[config.mk]
export PLATFORM = sky130hd
export DESIGN_NAME = ntt_stage_scheduler
export DESIGN_NICKNAME = d
export VERILOG_FILES = /design/src/rtl/ntt_pkg.sv /design/src/rtl/ntt_addr_gen.sv /design/src/rtl/ntt_stage_scheduler.sv
export SDC_FILE = /design/constraint.sdc
export NUM_CORES = 1
export LEC_CHECK = 0
export BUFFER_PORTS_ARGS = -buffer_cell sky130_fd_sc_hd__buf_2
export CORE_UTILIZATION = 56
export DETAILED_ROUTE_END_ITERATION = 7
export PLACE_DENSITY = 0.82
export SETUP_SLACK_MARGIN = 0.5
export SLEW_MARGIN = 15
export SYNTH_ARGS = -nofsm -noshare
export SYNTH_HDL_FRONTEND = slang
export SYNTH_HIERARCHICAL = 1
export SYNTH_SLANG_ARGS = --single-unit
export TNS_END_PERCENT = 100
[constraint.sdc]
create_clock -name i_clk -period 7 [get_ports i_clk]
set_input_delay 0.35 -clock i_clk [delete_from_list [all_inputs] [get_ports i_clk]]
set_output_delay 0.35 -clock i_clk [all_outputs]
set_load 0.01 [all_outputs]
[src/rtl/ntt_pkg.sv]
// Shared constants and helpers for the NTT stage scheduler and its address generator.
package ntt_pkg;

    localparam logic [1:0] S_IDLE  = 2'd0;
    localparam logic [1:0] S_ISSUE = 2'd1;
    localparam logic [1:0] S_DRAIN = 2'd2;
    localparam logic [1:0] S_DONE  = 2'd3;

    function automatic int unsigned pipe_depth(input int unsigned rd_lat,
                                               input int unsigned bf_lat);
        return rd_lat + bf_lat;
    endfunction

    function automatic int unsigned addr_width(input int unsigned n);
        return $clog2(n);
    endfunction

endpackage

[src/rtl/ntt_addr_gen.sv]
// Combinational butterfly address generator: (stage, butterfly) -> pair addresses and twiddle index.
module ntt_addr_gen
    import ntt_pkg::*;
#(
    parameter int unsigned N      = 256,
    parameter int unsigned LOGN   = addr_width(N),
    parameter int unsigned ADDR_W = addr_width(N)
) (
    input  logic [ADDR_W-1:0] i_stage,
    input  logic [ADDR_W-2:0] i_bfly,
    output logic [ADDR_W-1:0] o_addr_a_c,
    output logic [ADDR_W-1:0] o_addr_b_c,
    output logic [ADDR_W-1:0] o_tw_addr_c
);

    logic [ADDR_W-1:0] w_j;
    logic [ADDR_W-1:0] w_h;
    logic [ADDR_W-1:0] w_o;
    logic [ADDR_W-1:0] w_g;

    // h is the half-span, o the offset inside a group, g the group number
    always_comb begin
        w_j         = ADDR_W'(i_bfly);
        w_h         = ADDR_W'(N / 2) >> i_stage;
        w_o         = w_j & (w_h - ADDR_W'(1));
        w_g         = w_j >> (ADDR_W'(LOGN - 1) - i_stage);
        o_addr_a_c  = (w_g << (ADDR_W'(LOGN) - i_stage)) + w_o;
        o_addr_b_c  = o_addr_a_c + w_h;
        o_tw_addr_c = w_o << i_stage;
    end

endmodule

[src/rtl/ntt_stage_scheduler.sv]
// In-place radix-2 NTT/iNTT sequencer driving RAM, twiddle ROM and a butterfly datapath.
// Optional busy-cycle counter enabled by defining NTT_SCHED_PERF_EN.
module ntt_stage_scheduler
    import ntt_pkg::*;
#(
    parameter int unsigned N      = 256,
    parameter int unsigned LOGN   = addr_width(N),
    parameter int unsigned ADDR_W = addr_width(N),
    parameter int unsigned RD_LAT = 1,
    parameter int unsigned BF_LAT = 1
) (
    input  logic              i_clk,
    input  logic              i_reset,
    input  logic              i_start,
    input  logic              i_mode_in,
    output logic              o_busy,
    output logic              o_done,
    output logic              o_intt_mode,
    output logic              o_rd_en,
    output logic [ADDR_W-1:0] o_rd_addr_a,
    output logic [ADDR_W-1:0] o_rd_addr_b,
    output logic [ADDR_W-1:0] o_tw_addr,
    output logic              o_wr_en,
    output logic [ADDR_W-1:0] o_wr_addr_a,
    output logic [ADDR_W-1:0] o_wr_addr_b,
    output logic [ADDR_W-1:0] o_stage_idx,
    output logic [31:0]       o_cycle_count
);

    localparam int unsigned PIPE = pipe_depth(RD_LAT, BF_LAT);
    localparam int unsigned HALF = N / 2;
    localparam int unsigned J_W  = ADDR_W - 1;
    localparam int unsigned D_W  = (PIPE > 1) ? $clog2(PIPE) : 1;

    logic [1:0]        r_state, w_state_nxt;
    logic [J_W-1:0]    r_j, w_j_nxt;
    logic [ADDR_W-1:0] r_s, w_s_nxt;
    logic [D_W-1:0]    r_dcnt, w_dcnt_nxt;
    logic              r_intt, w_intt_nxt;

    logic [ADDR_W-1:0] w_addr_a, w_addr_b, w_tw_addr;
    logic              w_issue_nxt;

    logic              r_busy, r_done, r_rd_en;
    logic [ADDR_W-1:0] r_rd_addr_a, r_rd_addr_b, r_tw_addr;
    logic              r_wr_en_pipe   [PIPE];
    logic [ADDR_W-1:0] r_wr_addr_a_pipe [PIPE];
    logic [ADDR_W-1:0] r_wr_addr_b_pipe [PIPE];

    // Addresses are computed from next-state counters so the outputs can be registered
    ntt_addr_gen #(
        .N      (N),
        .LOGN   (LOGN),
        .ADDR_W (ADDR_W)
    ) u_addr_gen (
        .i_stage     (w_s_nxt),
        .i_bfly      (w_j_nxt),
        .o_addr_a_c  (w_addr_a),
        .o_addr_b_c  (w_addr_b),
        .o_tw_addr_c (w_tw_addr)
    );

    always_ff @(posedge i_clk) begin
        if (i_reset) begin
            r_state <= S_IDLE;
            r_j     <= '0;
            r_s     <= '0;
            r_dcnt  <= '0;
            r_intt  <= 1'b0;
        end else begin
            r_state <= w_state_nxt;
            r_j     <= w_j_nxt;
            r_s     <= w_s_nxt;
            r_dcnt  <= w_dcnt_nxt;
            r_intt  <= w_intt_nxt;
        end
    end

    always_comb begin
        w_state_nxt = r_state;
        w_j_nxt     = r_j;
        w_s_nxt     = r_s;
        w_dcnt_nxt  = r_dcnt;
        w_intt_nxt  = r_intt;
        case (r_state)
            S_IDLE: begin
                if (i_start) begin
                    w_state_nxt = S_ISSUE;
                    w_j_nxt     = '0;
                    w_s_nxt     = '0;
                    w_intt_nxt  = i_mode_in;
                end
            end
            S_ISSUE: begin
                if (r_j == J_W'(HALF - 1)) begin
                    w_state_nxt = S_DRAIN;
                    w_dcnt_nxt  = '0;
                end else begin
                    w_j_nxt = r_j + J_W'(1);
                end
            end
            S_DRAIN: begin
                // Wait until the last write of this stage has landed before reading the next
                if (r_dcnt == D_W'(PIPE - 1)) begin
                    w_j_nxt = '0;
                    if (r_s == ADDR_W'(LOGN - 1)) begin
                        w_state_nxt = S_DONE;
                    end else begin
                        w_state_nxt = S_ISSUE;
                        w_s_nxt     = r_s + ADDR_W'(1);
                    end
                end else begin
                    w_dcnt_nxt = r_dcnt + D_W'(1);
                end
            end
            S_DONE:  w_state_nxt = S_IDLE;
            default: w_state_nxt = S_IDLE;
        endcase
    end

    assign w_issue_nxt = (w_state_nxt == S_ISSUE);

    always_ff @(posedge i_clk) begin
        if (i_reset) begin
            r_busy      <= 1'b0;
            r_done      <= 1'b0;
            r_rd_en     <= 1'b0;
            r_rd_addr_a <= '0;
            r_rd_addr_b <= '0;
            r_tw_addr   <= '0;
            for (int i = 0; i < int'(PIPE); i++) begin
                r_wr_en_pipe[i]     <= 1'b0;
                r_wr_addr_a_pipe[i] <= '0;
                r_wr_addr_b_pipe[i] <= '0;
            end
        end else begin
            r_busy      <= w_issue_nxt || (w_state_nxt == S_DRAIN);
            r_done      <= (w_state_nxt == S_DONE);
            r_rd_en     <= w_issue_nxt;
            r_rd_addr_a <= w_issue_nxt ? w_addr_a  : '0;
            r_rd_addr_b <= w_issue_nxt ? w_addr_b  : '0;
            r_tw_addr   <= w_issue_nxt ? w_tw_addr : '0;
            // Write-back delay line matches RAM read plus butterfly latency
            r_wr_en_pipe[0]     <= r_rd_en;
            r_wr_addr_a_pipe[0] <= r_rd_addr_a;
            r_wr_addr_b_pipe[0] <= r_rd_addr_b;
            for (int i = 1; i < int'(PIPE); i++) begin
                r_wr_en_pipe[i]     <= r_wr_en_pipe[i-1];
                r_wr_addr_a_pipe[i] <= r_wr_addr_a_pipe[i-1];
                r_wr_addr_b_pipe[i] <= r_wr_addr_b_pipe[i-1];
            end
        end
    end

`ifdef NTT_SCHED_PERF_EN
    logic [31:0] r_cycle_count;

    always_ff @(posedge i_clk) begin
        if (i_reset) begin
            r_cycle_count <= '0;
        end else if ((r_state == S_IDLE) && i_start) begin
            r_cycle_count <= '0;
        end else if (r_busy && (r_cycle_count != '1)) begin
            r_cycle_count <= r_cycle_count + 32'd1;
        end
    end

    assign o_cycle_count = r_cycle_count;
`else
    assign o_cycle_count = '0;
`endif

    assign o_busy      = r_busy;
    assign o_done      = r_done;
    assign o_intt_mode = r_intt;
    assign o_rd_en     = r_rd_en;
    assign o_rd_addr_a = r_rd_addr_a;
    assign o_rd_addr_b = r_rd_addr_b;
    assign o_tw_addr   = r_tw_addr;
    assign o_wr_en     = r_wr_en_pipe[PIPE-1];
    assign o_wr_addr_a = r_wr_addr_a_pipe[PIPE-1];
    assign o_wr_addr_b = r_wr_addr_b_pipe[PIPE-1];
    assign o_stage_idx = r_s;

endmodule

# Word-level counts from Yosys, hierarchy flattened
# Memory sizes are Yosys's and may differ from the RTL's.
# Index checks and enable logic that the tools add are counted.
[word_totals]
regBits = 46
latch_bits = 0
ram_bits = 34
mem_bits_ro = 0
inputBits = 4
out_inout_bits = 85
elab_cells = 74
mem_count = 3
[memory_table]
columns = ["memory", "words", "width", "read_ports", "rd_clocked_by_memory_dff", "wr", "line", "text"]
rows = [
  ["r_wr_addr_a_pipe", 2, 8, 2, 0, 2, "ntt_stage_scheduler.sv:47", "logic [ADDR_W-1:0] r_wr_addr_a_pipe [PIPE];"],
  ["r_wr_addr_b_pipe", 2, 8, 2, 0, 2, "ntt_stage_scheduler.sv:48", "logic [ADDR_W-1:0] r_wr_addr_b_pipe [PIPE];"],
  ["r_wr_en_pipe", 2, 1, 2, 0, 2, "ntt_stage_scheduler.sv:46", "logic r_wr_en_pipe [PIPE];"],
]
[op_classes]
addsub = 8
n_mul = 0
div_mod_pow = 0
n_lt_le_gt_ge = 0
eq_ne = 9
shifts = 4
mux = 25
n_bitwise = 8
n_reduce_logical = 6
[op_table]
columns = ["op", "count"]
rows = [
  ["$mux 8", 7],
  ["$mux 7", 3],
  ["$pmux 7 s3", 1],
  ["$add 8x8->8", 2],
  ["$pmux 8 s2", 1],
  ["$shl 8x8->8", 2],
  ["$add 8x1->8 const B", 1],
  ["$and 7x8->8", 1],
  ["$eq 2x2->1 const B", 4],
  ["$eq 8x3->1 const B", 1],
  ["$mux 2", 4],
  ["$pmux 2 s4", 1],
  ["$shr 7x8->8", 1],
  ["$shr 8x8->8 const A", 1],
  ["$sub 3x8->8 const A", 1],
  ["$sub 4x8->8 const A", 1],
  ["$sub 8x1->8 const B", 1],
  ["$add 7x1->7 const B", 1],
  ["$eq 7x7->1 const B", 1],
  ["$mux 1", 7],
  ["$or 1x1->1", 6],
  ["$eq 2x1->1 const B", 2],
  ["$reduce_and 2->1", 2],
  ["$logic_not 2->1", 1],
  ["7 further kinds", 7],
]

# Logic depth before layout (Yosys ltp)
# Gate-level depths: netlist of run 1.
[depth]
word_depth = 9
ltp_mapped = 29
ltp_nobuf = 27

# Cells and area by module
# The synthesis of run 1 kept the hierarchy.
[modules_own_cells]
columns = ["module", "instances", "cells_each", "area_per_inst_um2", "seq_area_each_um2"]
rows = [
  ["ntt_stage_scheduler", 1, 330, 3194.3, 1601.5],
  ["ntt_addr_gen", 1, 253, 1657.8, 0.0],
]

# Worst setup path before layout of run 1
# No wires, ideal clock.
[synth_timing]
path_kind = "reg-to-reg"
start = "reg r_s[4], in the netlist o_stage_idx[4]"
end = "reg r_rd_addr_b[7], in the netlist o_rd_addr_b[7]"
setup_time_ps = 115
arrival_time_ps = 5595
required_time_ps = 6885
slack_ps = 1290
path_stages_with_launch = 29
path_buffers = 2
period_less_slack_ps = 5710
path_cell_list = "dfxtp_1 > or4_4 > nor3_4 > or3_2 > nand3_1 > clkbuf_1 > inv_1 > clkbuf_1 > ha_1 > inv_1 > nor2_1 > o21ai_0 > a21oi_1 > a31oi_1 > nor4b_1 > ha_1 > a21o_1 > a21oi_1 > nor2b_1 > o21a_1 > nor2_1 > xnor2_1 > ha_1 > nor3_1 > nor2_1 > o41ai_1 > xnor2_1 > xnor3_1 > and2_1"
[synth_via]
elab_chain_len = 9
elab_cells_between_ends = 21
classes_between = "add/sub: 6; eq/ne: 2; shift: 3; mux: 7; bitwise: 2; reduce/logical: 1"
[synth_rtl]
columns = ["element", "line", "text"]
rows = [
  ["from (decl)", "ntt_stage_scheduler.sv:37", "logic [ADDR_W-1:0] r_s, w_s_nxt;"],
  ["from (signal assigned)", "ntt_stage_scheduler.sv:73", "r_s <= w_s_nxt;"],
  ["$eq 8x3->1 (*)", "ntt_stage_scheduler.sv:106", "if (r_s == ADDR_W'(LOGN - 1)) begin"],
  ["$mux 8 (*)", "ntt_stage_scheduler.sv:106", ""],
  ["$mux 8 (*)", "ntt_stage_scheduler.sv:104", "if (r_dcnt == D_W'(PIPE - 1)) begin"],
  ["$pmux 8 s2 (*)", "ntt_stage_scheduler.sv:85", "case (r_state)"],
  ["via w_s_nxt[0]", "ntt_stage_scheduler.sv:37", ""],
  ["$sub 3x8->8 / $shr 8x8->8 (equally long branches)", "ntt_addr_gen.sv:26, ntt_addr_gen.sv:24", ""],
  ["$shr 7x8->8 / $sub 8x1->8 (equally long branches)", "ntt_addr_gen.sv:26, ntt_addr_gen.sv:25", ""],
  ["$shl 8x8->8 / $and 7x8->8 (equally long branches)", "ntt_addr_gen.sv:27, ntt_addr_gen.sv:25", ""],
  ["$add 8x8->8 (*)", "ntt_addr_gen.sv:27", "o_addr_a_c = (w_g << (ADDR_W'(LOGN) - i_stage)) + w_o;"],
  ["via w_addr_a[5]", "ntt_stage_scheduler.sv:41", "logic [ADDR_W-1:0] w_addr_a, w_addr_b, w_tw_addr;"],
  ["$add 8x8->8 (*)", "ntt_addr_gen.sv:28", "o_addr_b_c = o_addr_a_c + w_h;"],
  ["via w_addr_b[7]", "ntt_stage_scheduler.sv:41", ""],
  ["to (signal assigned)", "ntt_stage_scheduler.sv:141", "r_rd_addr_b <= w_issue_nxt ? w_addr_b : '0;"],
  ["to (decl)", "ntt_stage_scheduler.sv:45", "logic [ADDR_W-1:0] r_rd_addr_a, r_rd_addr_b, r_tw_addr;"],
]
# The timed path passes the listed nets; every way through them passes the cells marked *.
# A chain may end at the register's enable or synchronous reset.

# Worst setup path in the final report of run 1
# Ends and elaborated chain as after synthesis.

==> key figures, run 1 <==
Drt
  • Wire per inst: 15.03 microns
  • Total Wirelength: 10820 microns
  • DRC errors left: 0
  • Vias: between 4000 and 5000
  • Drt pass-1 iters: 5
  • 1st-iter DRT viols: 389
  • Routed Antenna Nets: 0
  • Vias per inst: 5.800

Clock network
  • CTS Buffer Depth: 2
  • Num CTS Buffers: 9
  • Clk pin slew, worst setup/hold paths: roughly 0.09 ns
  • Clk sinks: 80
  • Skew-Pair Late Insertion Delay: 0.36 ns
  • CTS tree: built
  • Clk root buf: clkbuf_8
  • H-tree Lvls: 3

Synth
  • Synthesized cell area: 0.004852 sq mm
  • Post-synth EDFFs: 0
  • Synthesized instance count: 583
  • Ranking of synthesized cells by area: dfxtp_1 33%, buf_4 7.6%, ha_1 5.7%, nor2b_1 5.3%, a21oi_1 3.6%
  • Synth cell types: between 70 and 80
  • Yosys top cell area share: 33.01%
  • Async S/R FF share, synth: 0%
  • Top FF cell, synth: dfxtp_1
  • Sequential fraction of the synthesis area: between 30% and 40%
  • Mean Syn Cell Area: between 8 and 9 sq um
  • Ys Warns: 6
  • Synth area leader: dfxtp_1
  • Post-synthesis register bit count: 80

Timing
  • Tcrit/Tclk final: 86.08%
  • Hold Violations, Final: 0
  • Slew Limit Fails: 0
  • TNS Setup: 0 ns
  • Least-Margin Pin Slew: between 0.9 and 1 ns
  • Achievable Freq: 0.1660 GHz
  • Max-slew headroom: 35.53%
  • RSZ-0062 raised after global routing: false
  • Clock Skews: about 0.016 ns
  • Endpoints failing setup: 0
  • Final min period: between 6 and 7 ns

Worst setup path
  • Max incr delay on CP: between 0.5 and 0.6 ns
  • Worst r2r src: o_stage_idx[4]
  • CP Class: register to register
  • Slowest CP cell: or4_4
  • R2r worst-path depth: 24
  • Worst path required time: between 7 and 8 ns
  • CP Launch Type: register
  • Worst Setup SP: o_stage_idx[4]
  • Crit path DAT: 6.27 ns
  • Crit path buf inv count: 1
  • CP most frequent cell: nor2_1
  • Worst setup EP type: register
  • Top delay family on crit path: simple AND/OR/NAND/NOR gates
  • Reg2reg setup slack: about 0.97 ns
  • Worst r2r dst: o_rd_addr_b[7]
  • Crit path max fanout: 22
  • Crit path cell chain: or4_4 -> nor3_4 -> or3_2 -> nand3_1 -> buf_4 -> nor2_1 -> a31oi_1 -> mux2_1 -> or4_4 -> nor4b_2 -> ha_1 -> a21o_1 -> a21oi_1 -> nor2b_1 -> o21a_1 -> nor2_1 -> xnor2_1 -> ha_1 -> nor3_1 -> nor2_1 -> o41ai_2 -> xnor2_1 -> xnor3_1 -> and2_1

Power and ir drop
  • Internal cell power: ~0.00065 W
  • Worst vdd ir: approximately 0.000081 V
  • Switching power: 0.0002091 W
  • Sequential share of power: 53.8%
  • Gate power share: 5.1%
  • Pwr Density: 166.9 mW/mm^2
  • Clock power frac: 41.2%
  • Sw frac: 24.24%
  • Tot Pwr: about 0.00086 W
  • Leakage: 2.295 nW

Global route
  • Initial antenna violation count: 0
  • Number of global-route vias before repair: 3798
  • Global-route usage over all layers: 24.76%
  • GRT Residual Overflow: 0
  • Largest net degree at the start of global routing: a little under 60
  • First-pass GRT wire length: 17460 microns

Floorplanning
  • Boundary Pins: 89
  • # rows: 33
  • DIE AREA: 0.009041 sq mm
  • Die Y-Extent: 95.09 microns
  • Initial Util: 58.47%
  • Core area: 0.008299 sq mm
  • Die X-Extent: 95.09 microns

Placement
  • Final estimated routing congestion in global placement: around 1
  • DP HPWL: between 8000 and 9000 microns
  • Port buffer count: 56

Worst hold path
  • Hold endpoint: o_intt_mode
  • Min-delay src: i_mode_in
  • Worst min path class: primary input to register
  • Worst hold stages: 3

Finish
  • Layout cells sized above 1: 16.59%
  • Area growth, synth to finish: 6.498%
  • Multi-input logic area: 0.002809 sq mm
  • Nets: approximately 640
  • Final core utilization: 62.26%
  • Fillers: 735
  • Ant diodes: 0
  • Sequential cell area: 0.001602 sq mm

Outcome
  • Status: completed

Flow run
  • Max Cap Violations: 0
## worst min-delay path: cells and delay by family
kind / cells / cell delay [ns]
buffers and inverters: 1 / 0.10
and+or+nand+nor: 1 / 0.07
AOI/OAI and AO/OA: 1 / 0.07
## cell usage after synthesis, types with 4 or more instances
library cell	number
nand2b_1	6
o21ai_0	14
nor3_1	11
xor2_1	4
inv_1	15
buf_4	49
nor2_1	41
nor4_1	5
and4_1	4
a21o_1	4
o21bai_1	4
a211oi_1	7
and2_1	27
a41oi_1	4
and3_1	6
xnor2_1	11
nand4_1	6
ha_1	22
a31oi_1	16
nand2_1	43
o21a_1	6
nand3_1	19
nor2b_1	41
mux2i_1	10
a21oi_1	35
dfxtp_1	80
a311oi_1	4
clkbuf_1	21
## state kept, by name (all words and copies together), names as in the netlist
signal / count
o_busy: 1
o_done: 1
o_intt_mode: 1
o_rd_addr_a: 8
o_rd_addr_b: 8
o_rd_en: 1
o_stage_idx: 8
o_tw_addr: 8
r_dcnt: 1
r_j: 7
r_state: 2
r_wr_addr_a_pipe: 16
r_wr_addr_b_pipe: 16
r_wr_en_pipe: 2
## cells in the final DEF, fill, tap and decap left out, drive strengths merged, types with 4 or more instances in the layout
cell	count
a211oi	7
a21o	4
a21oi	36
a311oi	4
a31oi	16
a41oi	4
and2	28
and3	7
and4	4
buf	65
clkbuf	10
conb	32
dfxtp	80
ha	22
inv	18
mux2i	10
nand2	43
nand2b	6
nand3	19
nand4	6
nor2	42
nor2b	41
nor3	13
nor4	5
o211ai	4
o21a	6
o21ai	14
o21bai	4
or3	4
or4	5
xnor2	11
xor2	4
## kinds of logic after synthesis
kind of cell	Yosys count	synth area share, %
flip-flops	80	33.01
XOR/XNOR	16	3.172
multiplexers	11	2.295
other	1	0.07729
buffers and inverters	96	12.20
AO/OA/AOI/OAI	119	16.14
AND/OR/NAND/NOR	236	26.61
adder cells (fa/ha/maj)	24	6.498
## per-layer routing
layer | wire length [microns] | GRT usage (%)
met5 | 0 | 0
met3 | 784 | 4.625
met1 | 4656 | 31.43
met4 | 288 | 12.50
met2 | 5088 | 40.00
## stage by stage
step	std cells	hold WS, ns	area (sq um)	setup slack [ns]
6_report	720	0.2915	5167	0.9746
5_1_grt	720	0.2740	5167	0.4973
4_1_cts	718	0.2713	5117	0.7298
3_5_place_dp	702	0.4245	4907	0.7863
3_3_place_gp	702	0.4158	4907	1.095
2_1_floorplan	614	0.4138	4969	1.290
## power groups by stage
stage | combinational, W | clock [W] | sequential (W)
floorplan | 0.0000468 | 0 | 0.000475
detailed placement | 0.0000431 | 0 | 0.000475
CTS | 0.0000432 | 0.000361 | 0.000464
global route | 0.0000495 | 0.000383 | 0.000465
global placement | 0.0000425 | 0 | 0.000474
finish | 0.0000437 | 0.000355 | 0.000464
## timing repair
item / 4_1_cts / 5_1_grt
buffers inserted: 0 / 2
endpoints found under the setup margin: 0 / 1
resized for setup: 0 / 7
hold buffers: 0 / 0
## final cells by class
type	count	area share, %
clock buffers	10	2.663
repair buffers	65	6.731
well taps	105	2.542
multi-input cells	438	54.36
flip-flops and latches	80	30.99
inverters	16	1.308
clock inverters	6	1.404
## worst max-delay path by stage
stage,slack [ns],cells after the start,end
floorplan,1.29,28,o_rd_addr_b[7]
global placement,1.09,24,o_rd_addr_b[7]
detailed placement,0.79,24,o_rd_addr_b[7]
CTS,0.73,24,o_rd_addr_b[7]
global route,0.50,26,o_rd_addr_b[7]
finish,0.97,24,o_rd_addr_b[7]
Power figures use the tool's default switching activity.
==> run 2: changes to the inputs <==
==> constraint.sdc (replaced) <==
create_clock -name i_clk -period 7 [get_ports i_clk]
set_input_delay 0.7 -clock i_clk [delete_from_list [all_inputs] [get_ports i_clk]]
set_output_delay 0.7 -clock i_clk [all_outputs]
set_load 0.01 [all_outputs]
==> key figures, run 2 (same netlist as run 1, synthesis figures left out) <==
Placement
  • Placed cells: 702 (unchanged)
  • Port buffer count: 56 (unchanged)
  • Final estimated routing congestion in global placement: 0.9966 (was 0.9850)
  • DP HPWL: 7571 microns (was 8059 microns)
  • Dpl cell area: 0.004907 sq mm (unchanged)

Finish
  • Fillers: 706 (was 735)
  • Multi-input logic area: 0.002788 sq mm (was 0.002809 sq mm)
  • Largest regs: r_wr_addr_a_pipe x16, r_wr_addr_b_pipe x16 (unchanged)
  • Commonest cells after routing, fill and taps aside: 80 x dfxtp_1, 56 x buf_2, 43 x nand2_1 (unchanged)
  • Commonest non-fill, non-tap cell in the layout: dfxtp_1 (unchanged)
  • Nets: 639 (was 638)
  • Layout Cells excl Fill: 721 (was 720)
  • Ant diodes: 0 (unchanged)
  • Post-route cell area: 0.005171 sq mm (was 0.005167 sq mm)
  • Sequential cell area: 0.001602 sq mm (unchanged)
  • Area growth, synth to finish: 6.576% (was 6.498%)
  • Layout cells sized above 1: 16.07% (was 16.59%)

Power and ir drop
  • Leakage: 2.299 nW (was 2.295 nW)
  • Worst vdd ir: 0.0001400 V (was 0.00008124 V)
  • Sw frac: 23.69% (was 24.24%)
  • Gate power share: 4.9% (was 5.1%)
  • Pwr Density: 172.7 mW/mm^2 (was 166.9 mW/mm^2)
  • Internal cell power: 0.0006815 W (was 0.0006535 W)
  • Switching power: 0.0002116 W (was 0.0002091 W)
  • Clock power frac: 43.2% (was 41.2%)
  • Sequential share of power: 51.9% (was 53.8%)

Worst setup path
  • Crit path max fanout: 10 (was 22)
  • CP Class: register to register (unchanged)
  • Worst setup EP type: register (unchanged)
  • CP Launch Type: register (unchanged)
  • Worst path required time: 7.24 ns (was 7.25 ns)
  • Crit path DAT: 6.32 ns (was 6.27 ns)

Global route
  • GRT Residual Overflow: 0 (unchanged)
  • Initial antenna violation count: 0 (unchanged)
  • Global-route usage over all layers: 23.83% (was 24.76%)
  • First-pass GRT wire length: 17120 microns (was 17460 microns)
  • Largest net degree at the start of global routing: 59 (unchanged)
  • Number of global-route vias before repair: 3657 (was 3798)

Clock network
  • Clk root buf: clkbuf_8 (unchanged)
  • CTS Buffer Depth: 2 (unchanged)
  • CTS tree: built (unchanged)
  • Clk pin slew, worst setup/hold paths: 0.09 ns (about the same)
  • Skew-Pair Late Insertion Delay: 0.34 ns (was 0.36 ns)
  • Clk sinks: 80 (unchanged)
  • H-tree Lvls: 3 (unchanged)
  • Num CTS Buffers: 9 (unchanged)
  • Hold-fix buffers at CTS: 0 (unchanged)

Drt
  • Vias: 4143 (was 4176)
  • Drt pass-1 iters: 6 (was 5)
  • Vias per inst: 5.746 (was 5.800)
  • 1st-iter DRT viols: 369 (was 389)
  • DRC errors left: 0 (unchanged)
  • Wire per inst: 14.54 microns (was 15.03 microns)
  • Total Wirelength: 10480 microns (was 10820 microns)
  • Routed Antenna Nets: 0 (unchanged)

Floorplanning
  • Boundary Pins: 89 (unchanged)
  • DIE AREA: 0.009041 sq mm (unchanged)
  • Die Y-Extent: 95.09 microns (unchanged)
  • Initial Util: 58.47% (unchanged)
  • Die X-Extent: 95.09 microns (unchanged)
  • Core area: 0.008299 sq mm (unchanged)
  • # rows: 33 (unchanged)

Timing
  • Least-Margin Pin Slew: 0.9792 ns (was 0.9670 ns)
  • Achievable Freq: 0.1644 GHz (was 0.1660 GHz)
  • Endpoints failing setup: 0 (unchanged)
  • WHS: 0.4414 ns (was 0.2915 ns)
  • Clock Skews: 0.006611 ns (was 0.01558 ns)
  • Tcrit/Tclk final: 86.90% (was 86.08%)
  • Hold Violations, Final: 0 (unchanged)
  • Max-slew headroom: 34.72% (was 35.53%)
  • TNS Setup: 0 ns (unchanged)
  • Final min period: 6.083 ns (was 6.025 ns)
  • Slew Limit Fails: 0 (unchanged)
  • RSZ-0062 raised after global routing: false (unchanged)

Worst hold path
  • Worst min path class: register to register (was primary input to register)

Flow run
  • Max Cap Violations: 0 (unchanged)

Outcome
  • Status: completed (unchanged)
## run 2: changes by cell type in the layout (fill, tap and decap cells not counted), sizes merged
cell	before	now
clkinv	1	3
clkinvlp	2	0
buf	65	66
bufinv	1	2
clkbuf	10	9
## run 2: per-stage QoR
step	total power [W]	util [%]	setup WS, ns
finish	0.0008931	62.31	0.9171
floorplan	0.0005217	-	1.290
detailed placement	0.0005177	59.13	0.7748
global route	0.0009271	62.31	0.5297
global placement	0.0005167	59.13	1.089
CTS	0.0008991	61.96	0.7751
## run 2: what timing repair did
item	4_1_cts	5_1_grt
gates resized for setup	0	1
setup buffers	0	3
setup endpoints to repair	0	1
endpoints found under the hold margin	0	0
## run 2: layout make-up
class / count / area share, %
Sequential cell: 80 / 30.97
Tap cell: 105 / 2.541
Multi-Input combinational cell: 438 / 53.91
Clock inverter: 7 / 2.153
Clock buffer: 9 / 2.395
Inverter: 16 / 1.161
Timing Repair Buffer: 66 / 6.872
## run 2: worst paths after layout
path / startpoint / to / slack, ns / depth (start not counted)
setup reg to reg: o_stage_idx[0] / o_rd_addr_b[7] / 0.92 / 21
hold / removal: r_wr_addr_b_pipe[0][5] / r_wr_addr_b_pipe[0][13] / 0.44 / 1
hold reg to reg: r_wr_addr_b_pipe[0][5] / r_wr_addr_b_pipe[0][13] / 0.44 / 1
setup / recovery: o_stage_idx[0] / o_rd_addr_b[7] / 0.92 / 21
## run 2: metal layers
layer	up-vias	global-route usage [%]	part of all wire, %
met5	-	0	0
met2	205	38.10	46
met3	25	3.907	7.5
met4	0	8.838	2.2
met1	1888	32.15	44
li1	2025	-	-
## run 2: critical path, stage by stage, from the launching register on
cell	delay, ns
dfxtp_1	0.43
ha_1	0.24
and3_1	0.22
a31oi_1	0.15
nand2_1	0.11
a31oi_1	0.17
or4_2	0.78
nor2_1	0.42
nand2_1	0.14
ha_1	0.36
o41ai_1	0.39
nand2_1	0.08
a21boi_0	0.45
ha_1	0.37
xnor2_1	0.22
ha_1	0.32
nand3_1	0.11
nand3_1	0.11
o41ai_1	0.35
xnor2_1	0.17
xnor3_1	0.21
and2_1	0.14
## run 2: power by group through the flow
stage	registers, W	clock network (W)	logic, W
5_1_grt	0.000465	0.000413	0.0000499
3_3_place_gp	0.000474	0	0.0000425
6_report	0.000464	0.000385	0.0000438
3_5_place_dp	0.000474	0	0.0000432
4_1_cts	0.000464	0.000392	0.0000435
2_1_floorplan	0.000475	0	0.0000468
